## src/rtl/debounce_multi.sv

```systemverilog
// N-channel switch debouncer: 2-flop synchroniser, per-channel stability counter,
// registered level output and one-cycle rise/fall pulses.
module debounce_multi #(
    parameter int              N_CH      = 4,
    parameter int              CNT_W     = 4,
    parameter int              CNT_MAX   = 10,
    parameter logic [N_CH-1:0] RESET_VAL = '0
) (
    input  logic            clk,
    input  logic            reset,
    input  logic            tick,
    input  logic [N_CH-1:0] din,
    output logic [N_CH-1:0] dout,
    output logic [N_CH-1:0] rise,
    output logic [N_CH-1:0] fall
);

    localparam logic [CNT_W-1:0] CNT_LAST = CNT_W'(CNT_MAX - 1);

    logic [N_CH-1:0]  s1;
    logic [N_CH-1:0]  s2;
    logic [CNT_W-1:0] cnt [N_CH];

    always_ff @(posedge clk or posedge reset) begin
        if (reset) begin
            s1   <= RESET_VAL;
            s2   <= RESET_VAL;
            dout <= RESET_VAL;
            rise <= '0;
            fall <= '0;
            for (int i = 0; i < N_CH; i++) begin
                cnt[i] <= '0;
            end
        end else begin
            s1 <= din;
            s2 <= s1;
            for (int i = 0; i < N_CH; i++) begin
                rise[i] <= 1'b0;
                fall[i] <= 1'b0;
                // any return to the accepted level restarts qualification
                if (s2[i] == dout[i]) begin
                    cnt[i] <= '0;
                end else if (tick) begin
                    if (cnt[i] == CNT_LAST) begin
                        dout[i] <= s2[i];
                        rise[i] <= s2[i];
                        fall[i] <= ~s2[i];
                        cnt[i]  <= '0;
                    end else begin
                        cnt[i] <= cnt[i] + CNT_W'(1);
                    end
                end
            end
        end
    end

endmodule
```

## config.mk

```make
export PLATFORM = sky130hd
export DESIGN_NAME = debounce_multi
export DESIGN_NICKNAME = d
export VERILOG_FILES = /design/src/rtl/debounce_multi.sv
export SDC_FILE = /design/constraint.sdc
export NUM_CORES = 1
export LEC_CHECK = 0
export ABC_AREA = 1
export BUFFER_PORTS_ARGS = -buffer_cell sky130_fd_sc_hd__buf_2
export CAP_MARGIN = 20
export CELL_PAD_IN_SITES_DETAIL_PLACEMENT = 0
export CELL_PAD_IN_SITES_GLOBAL_PLACEMENT = 2
export CORE_AREA = 2 2 71 73
export DETAILED_ROUTE_END_ITERATION = 8
export DIE_AREA = 0 0 73 75
export PLACE_DENSITY = 0.87
export SLEW_MARGIN = 20
export SYNTH_ARGS = -nofsm -noshare
export SYNTH_HDL_FRONTEND = slang
export SYNTH_SLANG_ARGS = --single-unit
```

## constraint.sdc

```tcl
create_clock -name clk -period 2.5 [get_ports clk]
set_input_delay 0.125 -clock clk [delete_from_list [all_inputs] [get_ports clk]]
set_output_delay 0.125 -clock clk [all_outputs]
set_load 0.02 [all_outputs]
```

# == Word level (Yosys, flattened, before mapping) ==
# Cells that the tools add are included.
# W data, S select, Z words.
# word_totals
register_bits,36
inputBits,7
out_inout_bits,12
word_cells,76
# classes
add_sub_neg,4
n_eq_ne,8
muxes,36
bitwise,8
n_reduce_logical,8
# ops
operator,n
$mux W4,12
$mux W1,24
$add A4 B1 Y4 const B,4
$eq A4 B4 Y1 const B,4
$reduce_and A3 Y1,4
$not A1 Y1,8
$reduce_bool A2 Y1,4
$eq A1 B1 Y1,4

# == Logic depth before layout (Yosys ltp) ==
# Gate-level depths: netlist of run 1.
# depth
depth_word,4
ltp_mapped,7
ltp_nobuf,7

# == Least setup slack after synthesis of run 1 ==
# No wires, ideal clock.
# synth_path
path_kind,register -> register
startpoint,reg cnt[9] (netlist bit)
endpoint,reg dout[1]
setup_time_ns,0.120
arrival_ns,0.962
t_required_ns,2.380
slack_ns,1.418
path_stages_with_launch,8
path_buffers,0
period_less_slack_ns,1.082
cell_sequence,dfrtp_1 > inv_1 > ha_1 > nand3_1 > nor2_1 > nand2_1 > o21ai_0 > inv_1
# synth_between
elab_chain_cells,2
# synth_rtl
element,line_no,source
"start, declared",22,logic [CNT_W-1:0] cnt [N_CH];
"start signal, assigned by index",50,cnt[i] <= cnt[i] + CNT_W'(1);
$eq A4 B4 Y1,44,if (cnt[i] == CNT_LAST) begin
$reduce_and A3 Y1 (no line),-,
"end signal, assigned by index",45,dout[i] <= s2[i];
"end, declared",13,"output logic [N_CH-1:0] dout,"
# Every way passes these cells.
# A chain may end at the register's enable or synchronous reset.

# == Worst setup path after layout of run 1 ==
# layout_path
startpoint,reg cnt[8] (netlist bit)
endpoint,reg cnt[10] (netlist bit)
# layout_between
elab_chain_cells,4
elab_cells_between_ends,5
classes_between,add/sub (1); eq/ne (1); mux (3)
# layout_rtl
element,line_no,source
$add A4 B1 Y4 / $eq A4 B4 Y1 (equally long branches),"50, 44",
$mux W4 (*),44,
$mux W4 (*),43,end else if (tick) begin
$mux W4 (*),41,if (s2[i] == dout[i]) begin
# Every way passes the cells marked *; elsewhere a longest branch is shown, timed or not. The select of a mux whose other input is x is not followed.

==> impl_metrics.py, run 1 <==
metrics = {
    "outcome": {
        "status": "finished, final reports clean",
    },
    "power_and_ir_drop": {
        "p_leak_nw": 1.06,
        "power_mw": 1.11,
        "vdd_ir_drop_max_uv": 258,
        "pwr_density_cell_nw_per_um2": 582,
    },
    "timing": {
        "worstMarginPinSlew_ps": 929,
        "finalSetupViolCount": 0,
        "setup_ws_ps": 1310,
        "grt_setup_unrepaired": "false",
        "whs_ps": 40.0,
        "fin_crit_sh": 0.476,
        "hold_viol_final": 0,
        "fin_setup_tns_ps": 0,
        "slew_headroom": 0.380,
        "fmax_mhz": 840,
        "period_minus_slack_ps": 1190,
        "final_max_slew_viol_count": 0,
        "finClkSkew_ps": 6.00,
    },
    "routing": {
        "via_per_inst": 4.48,
        "wirelength_um": 2830,
        "detail_route.wl_per_cell_um": 10.1,
        "dr.pass1.iters": 4,
        "drt_iter0_drc": 40,
        "ant_nets": 0,
        "via_count": 1253,
        "drc": 0,
    },
    "clock_tree": {
        "clk_path_buf_depth": 2,
        "hold_buffers": 4,
        "cts_resized": 0,
        "clk_pin_slew_ps": 70,
        "cts_sinks": 36,
        "cts_tree": "yes",
        "post_cts_buffers": 0,
        "root_buffer": "clkbuf_8",
        "cts_buffers": 5,
        "clk_latency_ps": 280,
        "htreeDepth": 2,
    },
    "placement": {
        "gp_congestion": 0.714,
        "dp_hpwl_um": 2020,
        "io_buffers": 18,
        "place_ws_ps": 1290,
        "dp.cells": 269,
        "placed_area_um2": 1790,
    },
    "setup_path": {
        "startpoint_type": "flip-flop",
        "r2r_setup_slack_ps": 1310,
        "cp-end-kind": "flip-flop",
        "cp-startpoint": "cnt[8]",
        "r2r-end": "cnt[10]",
        "worst-r2r-cell-count": 6,
        "crit_path_max_fanout": 6,
        "worstPathArrival_ps": 1410,
        "required_ps": 2720,
        "r2r_start": "cnt[8]",
        "critPathKind": "flip-flop to flip-flop",
    },
    "layout": {
        "fin_area_um2": 1910,
        "drive_gt1_frac": 0.137,
        "utilization": 0.410,
        "area.growth.synth_to_final_pct": 16.0,
        "layout_common_cells": "nand2_1 (74), dfrtp_1 (36), inv_1 (32)",
        "fillers": 457,
        "num_antenna_cells": 0,
        "layout_commonest_cell": "nand2_1",
        "multi_input_comb_area_um2": 603,
        "regArea_um2": 901,
        "fin_nets": 237,
        "stdcell_count": 280,
    },
    "global_routing": {
        "antenna_found_initial": 0,
        "grt_pass1_wl_um": 5030,
        "grt_overflow": 0,
        "grt_pass1_vias": 1136,
        "grt_use_total": 0.121,
        "grt_max_degree": 26,
    },
    "yosys": {
        "postSynthCellCount": 198,
        "yosysWarnings": 0,
        "synth_nets": 209,
        "netlist_area_um2": 1650,
        "synth-seq-area-share": 0.547,
        "ys_types": 21,
        "synth-seq-cells": 36,
        "synth.avg_cell_area_um2": 8.32,
    },
    "floorplanning": {
        "die_w_um": 73,
        "die_h_um": 75,
        "die_area_um2": 5480,
        "core_um2": 4660,
        "row_count": 25,
        "io_pins": 19,
        "initial_core_util": 0.353,
    },
    "worst_hold_path": {
        "hp-class": "primary input to asynchronous set/reset pin",
    },
    "flow_run": {
        "cap_viol_max_count": 0,
    },
}
-- layer usage --
layer	part of all wire	wire (µm)	global-route usage
met1	0.52	1460	0.150
met2	0.44	1240	0.195
met3	0.033	93	0.0522
met4	0.0096	27	0.0309
met5	0	0	0
-- synthesized netlist by cell type --
cell type  instances  area share
nand2_1           74        0.17
dfrtp_1           36        0.55
inv_1             32       0.073
nand3_1           13       0.040
nor2_1            13       0.030
nand4_1            5       0.019
ha_1               4       0.030
o21ai_0            4       0.012
nor2_2             3       0.011
nor4_1             2      0.0076
xor2_1             2       0.011
a21oi_1            1      0.0030
buf_4              1      0.0046
buf_6              1      0.0068
inv_2              1      0.0023
nand3_4            1       0.011
nor2_4             1      0.0068
nor3_1             1      0.0030
o211ai_1           1      0.0046
o22ai_1            1      0.0038
xnor2_1            1      0.0053
-- state kept, by name (all words and copies together) (netlist names) --
signal / cells
s2: 4
s1: 4
rise: 4
dout: 4
fall: 4
cnt: 16
-- layout make-up --
cell class,count,share of cell area
sequential,36,0.472
multi-input combinational,127,0.316
timing repair buffer,23,0.0720
inverter,33,0.0648
clock buffer,6,0.0380
tap,54,0.0354
clock inverter,1,0.00262
-- critical path, stage by stage (launching register included) --
cell and delay, ps:
dfrtp_1 440, ha_1 210, nand3_1 110, nand2_1 70, nor2_2 170, nand2_1 70
nand2_1 50
-- worst max-delay path by stage --
stage / end / slack, ps
after CTS: cnt[10] / 1280
after floorplan: dout[1] / 1420
after global routing: cnt[8] / 1170
after detailed placement: cnt[11] / 1290
final: cnt[10] / 1310
after global placement: cnt[11] / 1310
-- power by group --
part	internal, mW	switching [mW]	leakage, nW	total, mW
Combinational	0.0346	0.0587	0.550	0.0932
Sequential	0.605	0.0271	0.468	0.632
Clock	0.189	0.196	0.0410	0.386
-- cells by family (layout without fill, tap and decap cells) --
family	after synthesis	count (layout)	share of synthesized area
fa+ha+maj	4	4	0.0304
flops	36	36	0.547
compound gates	7	7	0.0236
simple gates	113	113	0.296
buf+inv	35	63	0.0866
xor+xnor	3	3	0.0160
Power figures use the tool's default switching activity.
==> run 2, diff against run 1 <==
--- a/config.mk
+++ b/config.mk
@@ -5,15 +5,15 @@
 export SDC_FILE = /design/constraint.sdc
 export NUM_CORES = 1
 export LEC_CHECK = 0
-export ABC_AREA = 1
+export ABC_AREA = 0
 export BUFFER_PORTS_ARGS = -buffer_cell sky130_fd_sc_hd__buf_2
 export CAP_MARGIN = 20
 export CELL_PAD_IN_SITES_DETAIL_PLACEMENT = 0
 export CELL_PAD_IN_SITES_GLOBAL_PLACEMENT = 2
-export CORE_AREA = 2 2 71 73
+export CORE_AREA = 2 2 68 70
 export DETAILED_ROUTE_END_ITERATION = 8
-export DIE_AREA = 0 0 73 75
-export PLACE_DENSITY = 0.87
+export DIE_AREA = 0 0 70 72
+export PLACE_DENSITY = 0.81
 export SLEW_MARGIN = 20
 export SYNTH_ARGS = -nofsm -noshare
 export SYNTH_HDL_FRONTEND = slang
==> constraint.sdc (replaced) <==
create_clock -name clk -period 1.1 [get_ports clk]
set_input_delay 0.055 -clock clk [delete_from_list [all_inputs] [get_ports clk]]
set_output_delay 0.055 -clock clk [all_outputs]
set_load 0.02 [all_outputs]
==> run 2 against run 1 <==
The flow now finishes with violations (setup timing); sequential power grew 120%; combinational power grew to 2.9 times the previous value; synthesized cell count shrank 34%; synthesized area shrank 6.5%; critical endpoint is now dout[0]; highest routed layer unchanged.
==> impl_metrics.py, run 2 <==
metrics = {
    "setup_path": {
        "r2r_setup_slack_ps": -300,
        "worstSetupEndpoint": "dout[0]",
        "required_ps": 1270,
        "startpoint_type": "flip-flop",
        "r2r_start": "cnt[13]",
        "critPathKind": "flip-flop to flip-flop",
        "r2r-end": "dout[0]",
        "cp-startpoint": "cnt[13]",
        "cp-end-kind": "flip-flop",
        "crit_chain": "or4b_4 > mux2_4",
        "worstPathArrival_ps": 1560,
        "worst-r2r-cell-count": 2,
        "crit_path_max_fanout": 3,
        "slowest_delay_ps": 580,
        "crit_slowest_cell": "or4b_4",
    },
    "layout": {
        "drive_gt1_frac": 0.471,
        "area.growth.synth_to_final_pct": 46.1,
        "layout_commonest_cell": "dfrtp_1",
        "layout_common_cells": "dfrtp_1 (35), buf_4 (23), buf_2 (18)",
        "regArea_um2": 902,
        "largest_register_ffs": 16,
        "fin_nets": 201,
        "multi_input_comb_area_um2": 744,
        "fillers": 371,
        "largest_register": "cnt",
        "num_antenna_cells": 0,
    },
    "clock_tree": {
        "htreeDepth": 2,
        "clk_path_buf_depth": 2,
        "root_buffer": "clkbuf_8",
        "cts_buffers": 5,
        "cts_tree": "yes",
        "clk_latency_ps": 280,
        "clk_pin_slew_ps": 70,
        "cts_sinks": 36,
    },
    "yosys": {
        "yosysMostFrequentCell": "dfrtp_1",
        "synth_top_flop_cell": "dfrtp_1",
        "synth-seq-area-share": 0.585,
        "yosysWarnings": 0,
        "synth_top_area_frac": 0.585,
        "ys_types": 26,
        "synth-edff-count": 0,
        "synth_area_leaders": "dfrtp_1 (59%), xnor2_1 (4.0%), a21oi_1 (3.9%)",
        "synth.top_cells.by_count": "dfrtp_1 (36), a21oi_1 (12), nand2_1 (10)",
        "synth-seq-cells": 36,
        "yosys.area.top_type": "dfrtp_1",
        "synth_nets": 141,
        "postSynthCellCount": 130,
        "netlist_area_um2": 1540,
        "synth.avg_cell_area_um2": 11.8,
        "async_flop_share": 1.00,
    },
    "global_routing": {
        "antenna_found_initial": 0,
        "grt_pass1_wl_um": 5080,
        "grt_pass1_vias": 1215,
        "grt_use_total": 0.127,
        "grt_overflow": 0,
        "grt_max_degree": 24,
    },
    "routing": {
        "via_count": 1178,
        "via_per_inst": 4.85,
        "drc": 0,
        "detail_route.wl_per_cell_um": 12.4,
        "drt_iter0_drc": 70,
        "ant_nets": 0,
        "wirelength_um": 3020,
        "dr.pass1.iters": 4,
    },
    "timing": {
        "finalSetupViolCount": 19,
        "final_max_slew_viol_count": 0,
        "worstMarginPinSlew_ps": 321,
        "period_minus_slack_ps": 1400,
        "finClkSkew_ps": 6.73,
        "whs_ps": 234,
        "hold_viol_final": 0,
        "slew_headroom": 0.784,
        "fin_crit_sh": 1.27,
        "fmax_mhz": 715,
        "grt_setup_unrepaired": "true",
        "setup_ws_ps": -298,
    },
    "outcome": {
        "violations": "setup timing",
        "status": "complete, but fails checks",
    },
    "floorplanning": {
        "initial_core_util": 0.361,
        "io_pins": 19,
        "row_count": 24,
        "die_w_um": 70,
        "die_area_um2": 5040,
        "core_um2": 4260,
        "die_h_um": 72,
    },
    "power_and_ir_drop": {
        "power_mw": 2.79,
        "vdd_ir_drop_max_uv": 747,
        "p_leak_nw": 1.04,
        "pwr_density_cell_nw_per_um2": 1240,
    },
    "placement": {
        "place_ws_ps": -271,
        "gp_congestion": 0.816,
        "io_buffers": 18,
        "dp_hpwl_um": 2070,
    },
    "flow_run": {
        "cap_viol_max_count": 0,
    },
    "worst_hold_path": {
        "hp-class": "primary input to flip-flop",
    },
}
[run 2: worst min path at each step]
stage / slack (ps) / cells past startpoint / startpoint / to
floorplan: 90 / 0 / din[0] / s1[0]
global placement: 80 / 3 / reset / fall[1]
detailed placement: 90 / 3 / reset / fall[1]
CTS: 230 / 4 / tick / rise[0]
global route: 240 / 4 / tick / rise[0]
finish: 230 / 4 / tick / rise[0]
[run 2: metrics by stage]
| stage | utilization | std cells | setup TNS (ps) | area, µm² |
|---|---|---|---|---|
| 2_1_floorplan | - | 130 | -1350 | 1560 |
| 3_5_place_dp | 0.446 | 224 | -2400 | 1900 |
| 4_1_cts | 0.500 | 240 | -2430 | 2130 |
| 5_1_grt | 0.527 | 243 | -3560 | 2250 |
| 3_3_place_gp | 0.446 | 224 | -1910 | 1900 |
| 6_report | 0.527 | 243 | -2300 | 2250 |
[run 2: power breakdown]
group          leakage, nW  total (mW)  switching (mW)  internal, mW
registers            0.477        1.40          0.0352          1.36
clock network       0.0552        1.12           0.448         0.672
logic                0.504       0.272           0.123         0.148
[run 2: cell type report]
class	count	share of cell area
clock buffers	6	0.0323
clock inverters	2	0.0156
inverters	4	0.00668
multi-input cells	88	0.331
flip-flops and latches	36	0.401
well taps	52	0.0289
repair buffers	55	0.184
[run 2: cell families after synthesis]
logic type | count (synthesis) | synth area share
AOI/OAI and AO/OA | 23 | 0.0805
DFF | 36 | 0.585
and+or+nand+nor | 49 | 0.209
adders and majority gates | 4 | 0.0325
muxes | 4 | 0.0317
buffers and inverters | 6 | 0.0154
xor gates and xnor gates | 8 | 0.0455
[run 2: worst max-delay path, delay by kind of cell (launching register included)]
family,cells,cell delay [ps]
simple gates,1,580
flops,1,380
mux,1,320
[run 2: repair_timing]
| item | CTS | global route |
|---|---|---|
| hold buffers | 5 | 0 |
| endpoints found under the hold margin | 40 | 0 |
| setup buffers | 5 | 6 |
| gates resized for setup | 13 | 30 |
| pin swaps | 13 | 10 |
| endpoints found under the setup margin | 21 | 23 |
[run 2: per-layer routing]
layer / wire [µm] / vias to the layer above / track usage
met3: 85 / 8 / 0.0403
li1: - / 571 / -
met4: 63 / 0 / 0.0620
met2: 1580 / 17 / 0.224
met5: 0 / - / 0
met1: 1300 / 582 / 0.140
